**config.mk**
```make
export PLATFORM = sky130hd
export DESIGN_NAME = mac_psum_accum
export DESIGN_NICKNAME = d
export VERILOG_FILES = /design/src/rtl/mac_psum_accum.sv
export SDC_FILE = /design/constraint.sdc
export NUM_CORES = 1
export LEC_CHECK = 0
export CAP_MARGIN = 10
export CORE_AREA = 2 2 74 111
export CTS_CLUSTER_DIAMETER = 40
export DETAILED_ROUTE_END_ITERATION = 16
export DIE_AREA = 0 0 76 113
export GPL_TIMING_DRIVEN = 1
export PLACE_DENSITY_LB_ADDON = 0.05
export SYNTH_ARGS = -nofsm -noshare
export SYNTH_HDL_FRONTEND = slang
export SYNTH_SLANG_ARGS = --single-unit
```
**constraint.sdc**
```tcl
create_clock -name clk -period 2.3 [get_ports clk]
set_clock_uncertainty 0.05 [all_clocks]
set_input_delay 0.46 -clock clk [delete_from_list [all_inputs] [get_ports clk]]
set_output_delay 0.46 -clock clk [all_outputs]
set_load 0.05 [all_outputs]
```
**src/rtl/mac_psum_accum.sv**
```systemverilog
// Shift-accumulates NUM_PLANES bit-plane partial sums (MSB plane first) into one signed dot product.
// Result registered 1 cycle after the last-plane accept; in_ready drops only on the last plane while the output is blocked.
module mac_psum_accum #(
    parameter int DATA_WIDTH = 8,
    parameter int NUM_PLANES = 8,
    parameter int ACC_WIDTH  = 19,
    parameter int CNT_WIDTH  = 16
) (
    input  logic                                 clk,
    input  logic                                 reset,
    input  logic                                 clr,
    input  logic                                 cfg_signed,
    input  logic                                 in_valid,
    input  logic signed [DATA_WIDTH+2:0]         in_psum,
    output logic                                 in_ready,
    output logic                                 out_valid,
    output logic signed [ACC_WIDTH-1:0]          out_data,
    input  logic                                 out_ready,
    output logic [$clog2(NUM_PLANES)-1:0]        plane_idx,
    output logic [CNT_WIDTH-1:0]                 group_cnt
);

    localparam int PSUM_W = DATA_WIDTH + 3;
    localparam int IDX_W  = $clog2(NUM_PLANES);
    localparam logic [IDX_W-1:0] LAST_IDX = IDX_W'(NUM_PLANES - 1);

    if (NUM_PLANES < 2) begin : g_bad_planes
        $error("mac_psum_accum: NUM_PLANES must be at least 2");
    end
    if (ACC_WIDTH < PSUM_W + NUM_PLANES) begin : g_bad_acc
        $error("mac_psum_accum: ACC_WIDTH too narrow for PSUM_W + NUM_PLANES");
    end

    logic signed [ACC_WIDTH-1:0] acc;
    logic signed [ACC_WIDTH-1:0] psum_x;
    logic signed [ACC_WIDTH-1:0] acc_next;
    logic                        last_plane;
    logic                        acc_fire;

    assign psum_x     = {{(ACC_WIDTH-PSUM_W){in_psum[PSUM_W-1]}}, in_psum};
    assign acc_next   = (acc <<< 1) + psum_x;
    assign last_plane = (plane_idx == LAST_IDX);
    assign in_ready   = !reset && !clr && (!last_plane || !out_valid || out_ready);
    assign acc_fire   = in_valid && in_ready;

    always_ff @(posedge clk) begin
        if (reset) begin
            acc       <= '0;
            plane_idx <= '0;
            out_valid <= 1'b0;
            out_data  <= '0;
            group_cnt <= '0;
        end else begin
            if (out_valid && out_ready)
                out_valid <= 1'b0;

            if (clr) begin
                acc       <= '0;
                plane_idx <= '0;
            end else if (acc_fire) begin
                if (plane_idx == '0) begin
                    // Two's-complement weights: the MSB plane carries -2^(N-1), so negate it up front.
                    acc       <= cfg_signed ? -psum_x : psum_x;
                    plane_idx <= IDX_W'(1);
                end else if (last_plane) begin
                    out_data  <= acc_next;
                    out_valid <= 1'b1;
                    acc       <= '0;
                    plane_idx <= '0;
                    group_cnt <= group_cnt + 1'b1;
                end else begin
                    acc       <= acc_next;
                    plane_idx <= plane_idx + 1'b1;
                end
            end
        end
    end

endmodule

```
Word-level counts from Yosys, hierarchy flattened
Cells that the tools add are included.

word-level totals
  bits in registers = 57
  input bits = 17
  output and inout port bits = 40
  logic and storage cells = 35

operators by class
  $add $sub $neg = 4
  eq/ne operators = 1
  muxes and demuxes = 10
  bitwise logic cells = 2
  reduce and logical (&&, ||, !) cells = 13

operators with widths
  kind                                            number
  2-to-1 mux 18 bit                               3
  adder 19 x 11 -> 19 bit                         1
  negator 11 -> 18 bit                            1
  adder 16 x 1 -> 16 bit (second input constant)  1
  2-to-1 mux 3 bit                                2
  2-to-1 mux 1 bit                                5
  logical AND 1 bit                               4
  logical NOT 1 bit                               4
  AND reduction 4 bit                             1
  adder 3 x 1 -> 3 bit (second input constant)    1
  equality test 3 bit (second input constant)     1
  logical NOT 3 bit                               1
  logical OR 1 bit                                2
  inverter 1 bit                                  2
  OR reduction 2 bit                              1

Depth between registers and ports, before layout
  word-level depth = 8
  mapped depth = 11
  depth with buffers taken out = 10

Worst setup path after synthesis
OpenSTA, ideal clock, no wires.

  path type = register to register
  start point = reg plane_idx[0]
  end point = reg group_cnt[15]
  setup time = 0.070 ns
  data arrival time = 2.545 ns
  required time = 2.180 ns
  slack = -0.365 ns
  stages on the path, launching flop included = 12
  buffers on the path = 2
  clock period less this slack = 2.665 ns
  path through = dfxtp_1 ha_1 ha_1 clkbuf_1 nand3b_1 and3_1 buf_2 nand3_2 nor3_4 nand3_2 or3_1 a21oi_1

on the way
  longest elaborated chain between the ends = 7
  elaborated cells between the ends (all ways) = 9
  classes of those cells = 1 x eq/ne; 1 x bitwise; 7 x reduce/logical

ends and longest elaborated chain
  item                                      line  source
  from (decl)                               19    output logic [$clog2(NUM_PLANES)-1:0] plane_idx,
  from (signal assigned)                    73    plane_idx <= plane_idx + 1'b1;
  equality test 3 bit                       42    assign last_plane = (plane_idx == LAST_IDX);
  logical NOT 1 bit                         43    assign in_ready = !reset && !clr && (!last_plane || !out_valid || out_ready);
  logical OR 1 bit (2 in a row)             43
  logical AND 1 bit                         43
  logical AND 1 bit                         44    assign acc_fire = in_valid && in_ready;
  AND reduction 4 bit (no source line) (*)  n/a
  to (signal assigned)                      70    group_cnt <= group_cnt + 1'b1;
  to (decl)                                 20    output logic [CNT_WIDTH-1:0] group_cnt

Every way passes the cells marked *; elsewhere a longest branch is shown, timed or not.
A chain may end at the register's enable or synchronous reset.

Worst setup path after layout
  start point = reg acc[0]
  end point = reg acc[12]

on the way
  longest elaborated chain between the ends = 3

ends and longest elaborated chain
  item                     line  source
  from (decl)              34    logic signed [ACC_WIDTH-1:0] acc;
  from (signal assigned)   63    acc <= cfg_signed ? -psum_x : psum_x;
  from (signal assigned)   72    acc <= acc_next;
  adder 19 x 11 -> 19 bit  41    assign acc_next = (acc <<< 1) + psum_x;
  2-to-1 mux 18 bit        65    end else if (last_plane) begin
  2-to-1 mux 18 bit        61    if (plane_idx == '0) begin

No other way between the ends.

==> impl_table.tex <==
\begin{tabular}{lr}
\hline
Metric & Value \\
\hline
\multicolumn{2}{l}{\textbf{Die}} \\
\quad Die Footprint & 8588 sq um \\
\quad Core Area & 7564 sq um \\
\quad Count of boundary I/O pins & 57 \\
\quad Die Y-Extent & 113 um \\
\quad Floorplan die width & 76 um \\
\quad Placement Rows & 39 \\
\quad Effective utilization at floorplan & 44.37\% \\
\multicolumn{2}{l}{\textbf{Job}} \\
\quad Max-cap violation count & 0 \\
\multicolumn{2}{l}{\textbf{Global route}} \\
\quad Gr ovfl total & 0 \\
\quad Highest-utilization routing layer at the global route stage & met2 \\
\quad Vias in the first global route & 3,479 \\
\quad Maximum number of pins on one net before global-route repair & 38 \\
\quad Global routing usage on met2 & 47.62\% \\
\quad Global-route wire length before repair & 16.73 mm \\
\quad Overall track demand over capacity in global routing & 24.50\% \\
\quad Number of antenna violations at the first check in global routing & 0 \\
\quad Met1 routing resource usage after global routing & 26.03\% \\
\quad Met3 layer usage reported by global route & 5.263\% \\
\multicolumn{2}{l}{\textbf{Cells and area}} \\
\quad Total of fill cells in the finished design & 632 \\
\quad Core occupancy in the finished layout & 68.59\% \\
\quad Net count of the finished layout & 591 \\
\quad Growth of design area from synthesis to finish & 54.59\% \\
\quad Seq. cell area & 1152 sq um \\
\quad Diode count & 0 \\
\quad Multi-input gate area & 2338 sq um \\
\quad Share of layout cells above drive strength 1 & 28.78\% \\
\multicolumn{2}{l}{\textbf{Placed design}} \\
\quad Dpl ws & -718.1 ps \\
\quad Port buffer count & 56 \\
\quad Routability-driven placement congestion ratio & 0.9312 \\
\quad Placed wire-length estimate & 7.567 mm \\
\multicolumn{2}{l}{\textbf{Power}} \\
\quad Tot Pwr & 0.002992 W \\
\quad Leakage power total & 2.159 nW \\
\quad Maximum resistive drop on vdd & 0.0004321 V \\
\quad Power density cells & 576.8 nW/um\^{}2 \\
\multicolumn{2}{l}{\textbf{Worst hold path}} \\
\quad Hold Crit Class & reg -> reg \\
\quad Number of instances on the worst hold path & 2 \\
\multicolumn{2}{l}{\textbf{Logic synthesis}} \\
\quad Average footprint of a synthesized cell & 8.047 sq um \\
\quad Most frequent cells after synthesis & dfxtp\_1, nand2\_1, nor2\_1, a21oi\_1, o21ai\_0 \\
\quad Number of synthesized flops with an enable pin & 0 \\
\quad Area share of the leading cell type in the synthesized netlist & 34.00\% \\
\quad Share of synthesized registers carrying an async set or reset & 0\% \\
\quad YS warnings & 0 \\
\quad Net Count, Synth & 457 \\
\quad Post-synth cell types & 48 \\
\quad Post-synthesis cell type with the largest combined area & dfxtp\_1 \\
\quad Count of state elements after synthesis & 57 \\
\quad Fraction of the yosys area taken by sequential cells & 34.00\% \\
\quad Post-Syn Area & 3356 sq um \\
\quad Top FF cell, synth & dfxtp\_1 \\
\quad Most frequent cell after synthesis & dfxtp\_1 \\
\quad Cell count after synthesis & 417 \\
\quad Biggest area contributors in the synthesized netlist & dfxtp\_1, ha\_1, a21oi\_1 \\
\multicolumn{2}{l}{\textbf{Critical path}} \\
\quad Capturing element type of the critical path & flip-flop \\
\quad CP startpoint kind & flip-flop \\
\quad Data required time at the worst endpoint & 2450 ps \\
\quad Arrival time of the worst setup path & 2400 ps \\
\quad Largest driver fanout on the critical path & 4 \\
\quad Setup CP Type & reg -> reg \\
\quad Depth of the most critical reg-to-reg path & 9 \\
\multicolumn{2}{l}{\textbf{Routing}} \\
\quad Number of optimization iterations in the first detailed-route pass & 4 \\
\quad Drt drc & 0 \\
\quad Detail-routed via count per cell & 5.369 \\
\quad DR WL/cell & 15.57 um \\
\quad Post-detailed-routing wire length & 10.25 mm \\
\quad Vias after detailed routing & 3,533 \\
\quad Number of nets still failing antenna checks after routing & 0 \\
\quad First-iteration detailed-routing DRC count & 136 \\
\multicolumn{2}{l}{\textbf{CTS}} \\
\quad Clock tree root driver cell & clkbuf\_16 \\
\quad Max clock buf depth & 2 \\
\quad Clock input transition at the sequential cells of the worst setup and hold paths & 50 ps \\
\quad Clk Latency, worst-skew pair & 330 ps \\
\quad Number of buffers inserted during clock tree synthesis & 9 \\
\quad CTS tree & done \\
\quad \# clock sinks & 57 \\
\quad CTS H-tree depth & 3 \\
\multicolumn{2}{l}{\textbf{Status}} \\
\quad Status & finished, final reports clean \\
\multicolumn{2}{l}{\textbf{STA}} \\
\quad Number of hold violations in the final report & 0 \\
\quad Highest achievable clock rate & 0.4447 GHz \\
\quad Worst path setup slack after routing & 51.09 ps \\
\quad Transition time at the pin with the least slew margin & 527.1 ps \\
\quad Portion of the clock cycle consumed by the worst path in the final layout & 97.78\% \\
\quad Max-slew violation total from the final report & 0 \\
\quad Remaining max-slew budget at the tightest pin & 64.75\% \\
\quad Final critical-path required period & 2249 ps \\
\quad Endpoints failing setup & 0 \\
\hline
\end{tabular}
stage by stage:
stage | cell area [sq um] | std cells | TNS [ps] | hold slack (ps)
3_3_place_gp | 4608 | 634 | -13350 | 392.6
3_5_place_dp | 4608 | 634 | -14000 | 399.7
4_1_cts | 5096 | 655 | -10.48 | 406.8
5_1_grt | 5187 | 658 | -412.6 | 430.4
6_report | 5187 | 658 | 0 | 404.3
2_1_floorplan | 3416 | 417 | 0 | 383.3
placed cells by master, fill, tap and decap left out, types with 7 or more instances in the layout:
cell type / count
nand3b_1: 8
a21o_1: 11
xor2_1: 11
nand2_1: 43
dfxtp_1: 52
ha_1: 13
o31ai_1: 7
a21oi_1: 33
xnor2_1: 20
inv_1: 12
nand3_1: 19
clkdlybuf4s50_1: 45
nor3_1: 7
buf_4: 84
ha_4: 8
nor2_1: 37
o21ai_0: 21
clkbuf_16: 9
critical path, stage by stage, from the launching register on:
cell and delay, ps:
dfxtp_1 320, ha_2 200, buf_4 130, a21o_1 180
nand4_1 240, a21boi_4 120, or3_4 380, a21oi_2 160
xor2_1 220, a211oi_1 100
report_power, final:
part | total (W) | internal, W | leakage, nW | switching, W
combinational | 0.000539 | 0.000266 | 1.54 | 0.000273
sequential | 0.00102 | 0.00101 | 0.464 | 0.0000154
clock | 0.00143 | 0.000974 | 0.159 | 0.000457
total | 0.00299 | 0.00225 | 2.16 | 0.000745
routing by layer:
layer / share of wire (%) / routed length [um]
met1: 39 / 3999
met2: 56 / 5693
met3: 3.6 / 364
met4: 1.8 / 188
met5: 0 / 0
layout make-up:
| cell class | instances | share of cell area, % |
|---|---|---|
| inverter | 13 | 0.9407 |
| multi-input combinational | 328 | 45.08 |
| clock inverter | 5 | 1.520 |
| sequential | 57 | 22.21 |
| timing repair buffer | 142 | 23.11 |
| tap | 102 | 2.460 |
| clock buffer | 11 | 4.679 |
what timing repair did:
| action | in CTS | in global routing |
|---|---|---|
| hold buffers | 0 | 0 |
| gates resized for setup | 55 | 18 |
| setup endpoints to repair | 23 | 18 |
| buffers inserted | 5 | 3 |
| pin swaps | 22 | 19 |
sequential cells by signal, summed over array words and instances, names as in the netlist:
| register | count |
|---|---|
| group_cnt | 16 |
| plane_idx | 3 |
| out_data | 19 |
| out_valid | 1 |
| acc | 18 |
cell families (layout without fill, tap and decap cells):
group                    after synthesis  in the layout  share of synthesized area [%]
AO/OA/AOI/OAI                        112            112                          20.88
AND/OR/NAND/NOR                      160            160                          23.98
multiplexers                           1              1                         0.2983
buffers and inverters                 32            171                          3.691
flip-flops                            57             57                          34.00
XOR/XNOR                              32             32                          8.352
adder cells (fa/ha/maj)               23             23                          8.799
path summary, 6_finish.rpt:
check | startpoint | end | slack, ps
max | acc[0] | acc[12] | 50
min reg2reg | out_data[3] | out_data[3] | 400
min | out_data[3] | out_data[3] | 400
max reg2reg | acc[0] | acc[12] | 50
(Power assumes the default switching activity.)
